$ cat config.mk
export PLATFORM = sky130hd
export DESIGN_NAME = apb_rst_seq
export DESIGN_NICKNAME = d
export VERILOG_FILES = /design/src/rtl/apb_rst_seq.sv
export SDC_FILE = /design/constraint.sdc
export NUM_CORES = 1
export LEC_CHECK = 0
export ABC_AREA = 1
export ABC_CLOCK_PERIOD_IN_PS = 3850
export BUFFER_PORTS_ARGS = -buffer_cell sky130_fd_sc_hd__buf_2
export CAP_MARGIN = 40
export CORE_MARGIN = 2
export CORE_UTILIZATION = 38
export CTS_CLUSTER_DIAMETER = 30
export DETAILED_ROUTE_END_ITERATION = 8
export GPL_ROUTABILITY_DRIVEN = 0
export SYNTH_ARGS = -nofsm -noshare
export SYNTH_HDL_FRONTEND = slang
export SYNTH_SLANG_ARGS = --single-unit
$ cat constraint.sdc
create_clock -name pclk -period 3.85 [get_ports pclk]
set_input_delay 0 -clock pclk [delete_from_list [all_inputs] [get_ports pclk]]
set_output_delay 0 -clock pclk [all_outputs]
set_load 0.01 [all_outputs]
$ cat src/rtl/apb_rst_seq.sv
// Reset sequencer: asserts all domain resets together on a power-on, software
// or watchdog request, then releases them one at a time in index order.
module apb_rst_seq #(
  parameter int ADDR_WIDTH  = 32,
  parameter int DATA_WIDTH  = 32,
  parameter int NUM_DOM     = 4,
  parameter int HOLD_CYCLES = 16,
  parameter int STEP_CYCLES = 8
) (
  input  logic                  pclk,
  input  logic                  presetn,
  input  logic                  psel,
  input  logic                  penable,
  input  logic                  pwrite,
  input  logic [ADDR_WIDTH-1:0] paddr,
  input  logic [DATA_WIDTH-1:0] pwdata,
  output logic [DATA_WIDTH-1:0] prdata,
  input  logic                  sys_rst_n,
  input  logic                  wdt_rst_req,
  output logic [NUM_DOM-1:0]    dom_rst_n,
  output logic                  seq_busy
);

  localparam int CNT_MAX = (HOLD_CYCLES > STEP_CYCLES) ? HOLD_CYCLES : STEP_CYCLES;
  localparam int CNT_W   = $clog2(CNT_MAX + 1);
  localparam int IDX_W   = (NUM_DOM > 1) ? $clog2(NUM_DOM) : 1;

  localparam logic [CNT_W-1:0] HOLD_LAST = CNT_W'(HOLD_CYCLES - 1);
  localparam logic [CNT_W-1:0] STEP_LAST = CNT_W'(STEP_CYCLES - 1);
  localparam logic [IDX_W-1:0] IDX_LAST  = IDX_W'(NUM_DOM - 1);

  localparam logic [7:0] ADDR_STATUS  = 8'h00;
  localparam logic [7:0] ADDR_RST_CNT = 8'h04;
  localparam logic [7:0] ADDR_CTRL    = 8'h08;

  typedef enum logic [1:0] {
    ST_HOLD    = 2'd0,
    ST_RELEASE = 2'd1,
    ST_RUN     = 2'd2
  } state_e;

  typedef enum logic [1:0] {
    CAUSE_POR  = 2'd0,
    CAUSE_SW   = 2'd1,
    CAUSE_WDT  = 2'd2,
    CAUSE_BOTH = 2'd3
  } cause_e;

  state_e                  state_q, state_d;
  cause_e                  cause_q, cause_d;
  logic [CNT_W-1:0]        cnt_q, cnt_d;
  logic [IDX_W-1:0]        idx_q, idx_d;
  logic [NUM_DOM-1:0]      dom_q, dom_d;
  logic [15:0]             rst_cnt_q, rst_cnt_d;
  logic [DATA_WIDTH-1:0]   prdata_q, rd_data;
  logic                    busy_q;
  logic                    sys_q;
  logic                    wdt_en_q;
  logic                    cnt_inc;

  logic       sw_req, wd_req, req;
  cause_e     req_cause;
  logic       wr_en, rd_en;
  logic [7:0] addr;
  logic       unused_ok;

  assign unused_ok = ^{paddr[ADDR_WIDTH-1:8], pwdata[DATA_WIDTH-1:1]};

  // A PMU register that resets to 0 never looks like a falling edge.
  assign sw_req    = sys_q & ~sys_rst_n;
  assign wd_req    = wdt_rst_req & wdt_en_q;
  assign req       = sw_req | wd_req;
  assign req_cause = cause_e'({wd_req, sw_req});

  assign wr_en = psel & penable & pwrite;
  assign rd_en = psel & ~penable & ~pwrite;
  assign addr  = paddr[7:0];

  // NOTE: every output of a combinational block gets a default first so no
  // path leaves it unassigned, which would otherwise infer a latch.
  always_comb begin
    state_d = state_q;
    cause_d = cause_q;
    cnt_d   = cnt_q;
    idx_d   = idx_q;
    dom_d   = dom_q;
    cnt_inc = 1'b0;
    unique case (state_q)
      ST_HOLD: begin
        dom_d = '0;
        if (req) begin
          cnt_d   = '0;
          cause_d = req_cause;
        end else if (cnt_q == HOLD_LAST) begin
          state_d = ST_RELEASE;
          cnt_d   = '0;
          idx_d   = '0;
        end else begin
          cnt_d = cnt_q + CNT_W'(1);
        end
      end
      ST_RELEASE, ST_RUN: begin
        if (req) begin
          // A request beats any release scheduled for the same edge.
          state_d = ST_HOLD;
          dom_d   = '0;
          cnt_d   = '0;
          cause_d = req_cause;
          cnt_inc = 1'b1;
        end else if (state_q == ST_RUN) begin
          dom_d = '1;
        end else if (cnt_q == STEP_LAST) begin
          dom_d[idx_q] = 1'b1;
          cnt_d        = '0;
          idx_d        = idx_q + IDX_W'(1);
          if (idx_q == IDX_LAST) state_d = ST_RUN;
        end else begin
          cnt_d = cnt_q + CNT_W'(1);
        end
      end
      default: state_d = ST_HOLD;
    endcase
  end

  // Clearing write wins over a simultaneous increment.
  always_comb begin
    rst_cnt_d = rst_cnt_q;
    if (wr_en && addr == ADDR_RST_CNT) rst_cnt_d = '0;
    else if (cnt_inc && rst_cnt_q != 16'hFFFF) rst_cnt_d = rst_cnt_q + 16'd1;
  end

  always_comb begin
    rd_data = '0;
    unique case (addr)
      ADDR_STATUS: begin
        rd_data[1:0]          = state_q;
        rd_data[2]            = busy_q;
        rd_data[5:4]          = cause_q;
        rd_data[8 +: NUM_DOM] = dom_q;
      end
      ADDR_RST_CNT: rd_data[15:0] = rst_cnt_q;
      ADDR_CTRL:    rd_data[0]    = wdt_en_q;
      default:      rd_data       = '0;
    endcase
  end

  // NOTE: sequential state uses non-blocking assignments so every register
  // samples pre-edge values regardless of statement order.
  always_ff @(posedge pclk or negedge presetn) begin
    if (!presetn) begin
      state_q   <= ST_HOLD;
      cause_q   <= CAUSE_POR;
      cnt_q     <= '0;
      idx_q     <= '0;
      dom_q     <= '0;
      busy_q    <= 1'b1;
      sys_q     <= 1'b0;
      wdt_en_q  <= 1'b1;
      rst_cnt_q <= '0;
      prdata_q  <= '0;
    end else begin
      state_q   <= state_d;
      cause_q   <= cause_d;
      cnt_q     <= cnt_d;
      idx_q     <= idx_d;
      dom_q     <= dom_d;
      busy_q    <= (state_d != ST_RUN);
      sys_q     <= sys_rst_n;
      rst_cnt_q <= rst_cnt_d;
      if (wr_en && addr == ADDR_CTRL) wdt_en_q <= pwdata[0];
      if (rd_en) prdata_q <= rd_data;
    end
  end

  assign prdata    = prdata_q;
  assign dom_rst_n = dom_q;
  assign seq_busy  = busy_q;

endmodule

==> results.yml <==
logic_synthesis:
  synth_area_um2: 3040
  avgSynthCellArea_um2: 7.30
  async_reset_ff_share_pct: 100
  ys_seq_area_share_pct: 41.3
  yosys.area_share.simple_pct: 34.3
  synth_seq_cells: 50
  synth_top_family_by_area: "simple AND/OR/NAND/NOR gates"
  synth_warnings: 0
  synth_cell_type_count: 31
  yosys.area_share.adder_pct: 4.53
  synth-compound-area-share_pct: 8.36
  syn_inst: 416
  synth_ff_type: "dfrtp_1"
  synth_edf_count: 0
  synth_xor_area_share_pct: 0
  synthMuxAreaShare_pct: 0
pwr:
  clockPowerShare_pct: 26.8
  p_sw_mw: 0.406
  peakVddDrop_uv: 231
  power_frac_comb_pct: 21.9
  pwr-share-seq_pct: 51.3
  power.internal_mw: 0.812
  p_sw_share_pct: 33.3
  total_power_mw: 1.22
  p_per_area_nw_per_um2: 362
  p_leak_nw: 1.65
drt:
  vias_per_cell: 4.74
  wl_met1_mm: 3.28
  routedWlPerCell_um: 11.6
  wl_mm: 6.42
  num_vias: 2632
  dr.pass1.iters: 4
  drcViolationCount: 0
  route.met2.wl_mm: 2.78
  top_layer: "met4"
  ant_nets: 0
  drt-initial-drc-count: 193
  wl_met3_um: 247
cts:
  clock_sinks: 50
  cts_resized: 0
  ctsHoldBuffers: 3
  cts_setup_buffers: 0
  clk_pin_slew_ps: 100
  cts_max_level: 2
  cts_root_buf: "clkbuf_8"
  clock_path_buffers: 2
  cts_tree: "built"
  cts_buffers: 5
  clk_latency_ps: 310
sta:
  period_share_pct: 51.5
  max_slew.worst_pin.slew_ps: 785
  fin_hold_ws_ps: 8.57
  setup_ws_ps: 1870
  setup_violations: 0
  slew_viol_final: 0
  fmax_ghz: 0.504
  rsz0062_at_grt: "false"
  relSlewSlack_pct: 47.5
  fin_tns_setup_ps: 0
  fin_crit_ps: 1980
  hold_viol_final: 0
  skew_ps: 8.40
layout:
  nNetsFinal: 534
  area_growth_pct: 10.8
  finalInstanceArea_um2: 3360
  n_antenna_cell: 0
  final_util_pct: 43.5
  final_cells: 555
  drive_gt1_share_pct: 13.2
floorplanning:
  core_um2: 7730
  die-area_um2: 8720
  ios: 108
  die_y_um: 93.4
  die_w_um: 93.4
  initial_core_util_pct: 39.3
  rows: 32
grt:
  grt_pass1_wl_mm: 11.5
  grt.overflow.total: 0
  antenna_found_initial: 0
  grt_pass1_vias: 2554
  grtUsageTotal_pct: 16.2
  grt_max_degree: 51
worst_setup_path:
  cp-startpoint: "state_q[0]$_DFF_PN0_"
  reg2regPathDepth: 9
  critPathKind: "flip-flop to flip-flop"
  arrival_ps: 2180
  critPathMaxFanout: 9
  worstPathRequired_ps: 4050
  endpoint_kind: "flip-flop"
  start_kind: "flip-flop"
  reg2reg_to: "cnt_q[4]$_DFFE_PN0P_"
  r2r_start: "state_q[0]$_DFF_PN0_"
  r2r_setup_slack_ps: 1870
placement:
  port_buffers: 36
  placed_cell_area_um2: 3240
  hpwl_mm: 4.69
  pre_cts_ws_ps: 1870
  dp.cells: 544
worst_hold_path:
  min_from: "wdt_rst_req"
  hold_path_class: "input pin to flip-flop"
  min_to: "cause_q[1]$_DFFE_PN0P_"
  hold_depth: 3
flow_run:
  cap_violations: 0
outcome:
  outcome: "finished clean"
==> critical path: stages (launching register included) <==
cell and delay (ps):
dfrtp_1 420, inv_1 90, ha_1 470, inv_2 150, nor2_1 240, nand2_1 100
nand2_1 180, inv_2 80, nand3_1 80, o21ai_1 60
==> sequential cells by signal (all words and copies together) (netlist names) <==
| name | flops |
|---|---|
| state_q | 2 |
| idx_q | 2 |
| seq_busy | 1 |
| wdt_en_q | 1 |
| sys_q | 1 |
| prdata | 16 |
| cnt_q | 5 |
| rst_cnt_q | 16 |
| dom_rst_n | 4 |
| cause_q | 2 |
==> synthesized netlist by cell type, types with 2 or more instances <==
cell type,number,area (um^2)
o211ai_1,2,15.0
nand3_1,28,140
nor2_1,30,113
nor3_1,8,40.0
buf_2,3,15.0
dfstp_2,2,52.6
clkbuf_1,6,22.5
nand2_1,140,526
dfrtp_1,48,1200
a21oi_1,5,25.0
o21ai_0,26,130
or2_2,2,12.5
buf_4,16,120
ha_1,11,138
o21ai_1,2,10.0
inv_2,3,11.3
nand4_1,19,119
inv_1,43,161
nor2_4,3,33.8
o31ai_1,7,52.6
o21a_1,2,15.0
==> power by group through the flow <==
stage	logic, mW	clock network (mW)	registers, mW
after global routing	0.317	0.358	0.635
after CTS	0.270	0.337	0.624
after global placement	0.262	0	0.635
final	0.267	0.326	0.625
after detailed placement	0.267	0	0.634
after floorplan	0.223	0	0.618
==> worst max path at each step <==
stage / cells past startpoint / endpoint
CTS: 9 / cnt_q[4]$_DFFE_PN0P_
global placement: 9 / cnt_q[4]$_DFFE_PN0P_
finish: 9 / cnt_q[4]$_DFFE_PN0P_
floorplan: 10 / cnt_q[4]$_DFFE_PN0P_
detailed placement: 9 / cnt_q[4]$_DFFE_PN0P_
global route: 7 / dom_rst_n[1]$_DFFE_PN0P_
==> layout by cell type (no fill, tap or decap), types with 2 or more instances in the layout <==
| master | Yosys | routed |
|---|---|---|
| o211ai_1 | 2 | 2 |
| o31ai_1 | 7 | 7 |
| clkbuf_8 | 0 | 6 |
| nor2_1 | 30 | 30 |
| buf_2 | 3 | 36 |
| dlygate4sd3_1 | 0 | 3 |
| o21ai_0 | 26 | 26 |
| nand2_1 | 140 | 140 |
| o21a_1 | 2 | 2 |
| o21ai_1 | 2 | 2 |
| nor2_4 | 3 | 3 |
| ha_1 | 11 | 11 |
| nand3_1 | 28 | 28 |
| conb_1 | 1 | 16 |
| or2_2 | 2 | 2 |
| dfstp_2 | 2 | 2 |
| nor3_1 | 8 | 8 |
| a21oi_1 | 5 | 5 |
| inv_2 | 3 | 3 |
| nand4_1 | 19 | 19 |
| inv_1 | 43 | 43 |
| dfrtp_1 | 48 | 48 |
==> cells by family (layout without fill, tap and decap cells) <==
group,after synthesis,after routing
buffers and inverters,73,95
and+or+nand+nor,236,236
AOI/OAI and AO/OA,45,45
other,1,16
adders and majority gates,11,11
DFF,50,50
==> routing by layer <==
| metal | global-route usage, % | vias up |
|---|---|---|
| li1 | - | 1383 |
| met1 | 22.0 | 1197 |
| met2 | 26.4 | 46 |
| met3 | 2.98 | 6 |
| met4 | 5.02 | 0 |
| met5 | 0 | - |
==> final cells by class <==
type / count / area [um^2]
clock buffers: 6 / 82.6
clock inverters: 2 / 12.5
repair buffers: 40 / 218
flip-flops and latches: 50 / 1250
inverters: 47 / 176
fillers: 805 / 4360
well taps: 102 / 128
multi-input cells: 308 / 1490
Note: power is estimated with default switching activity, not from simulation.
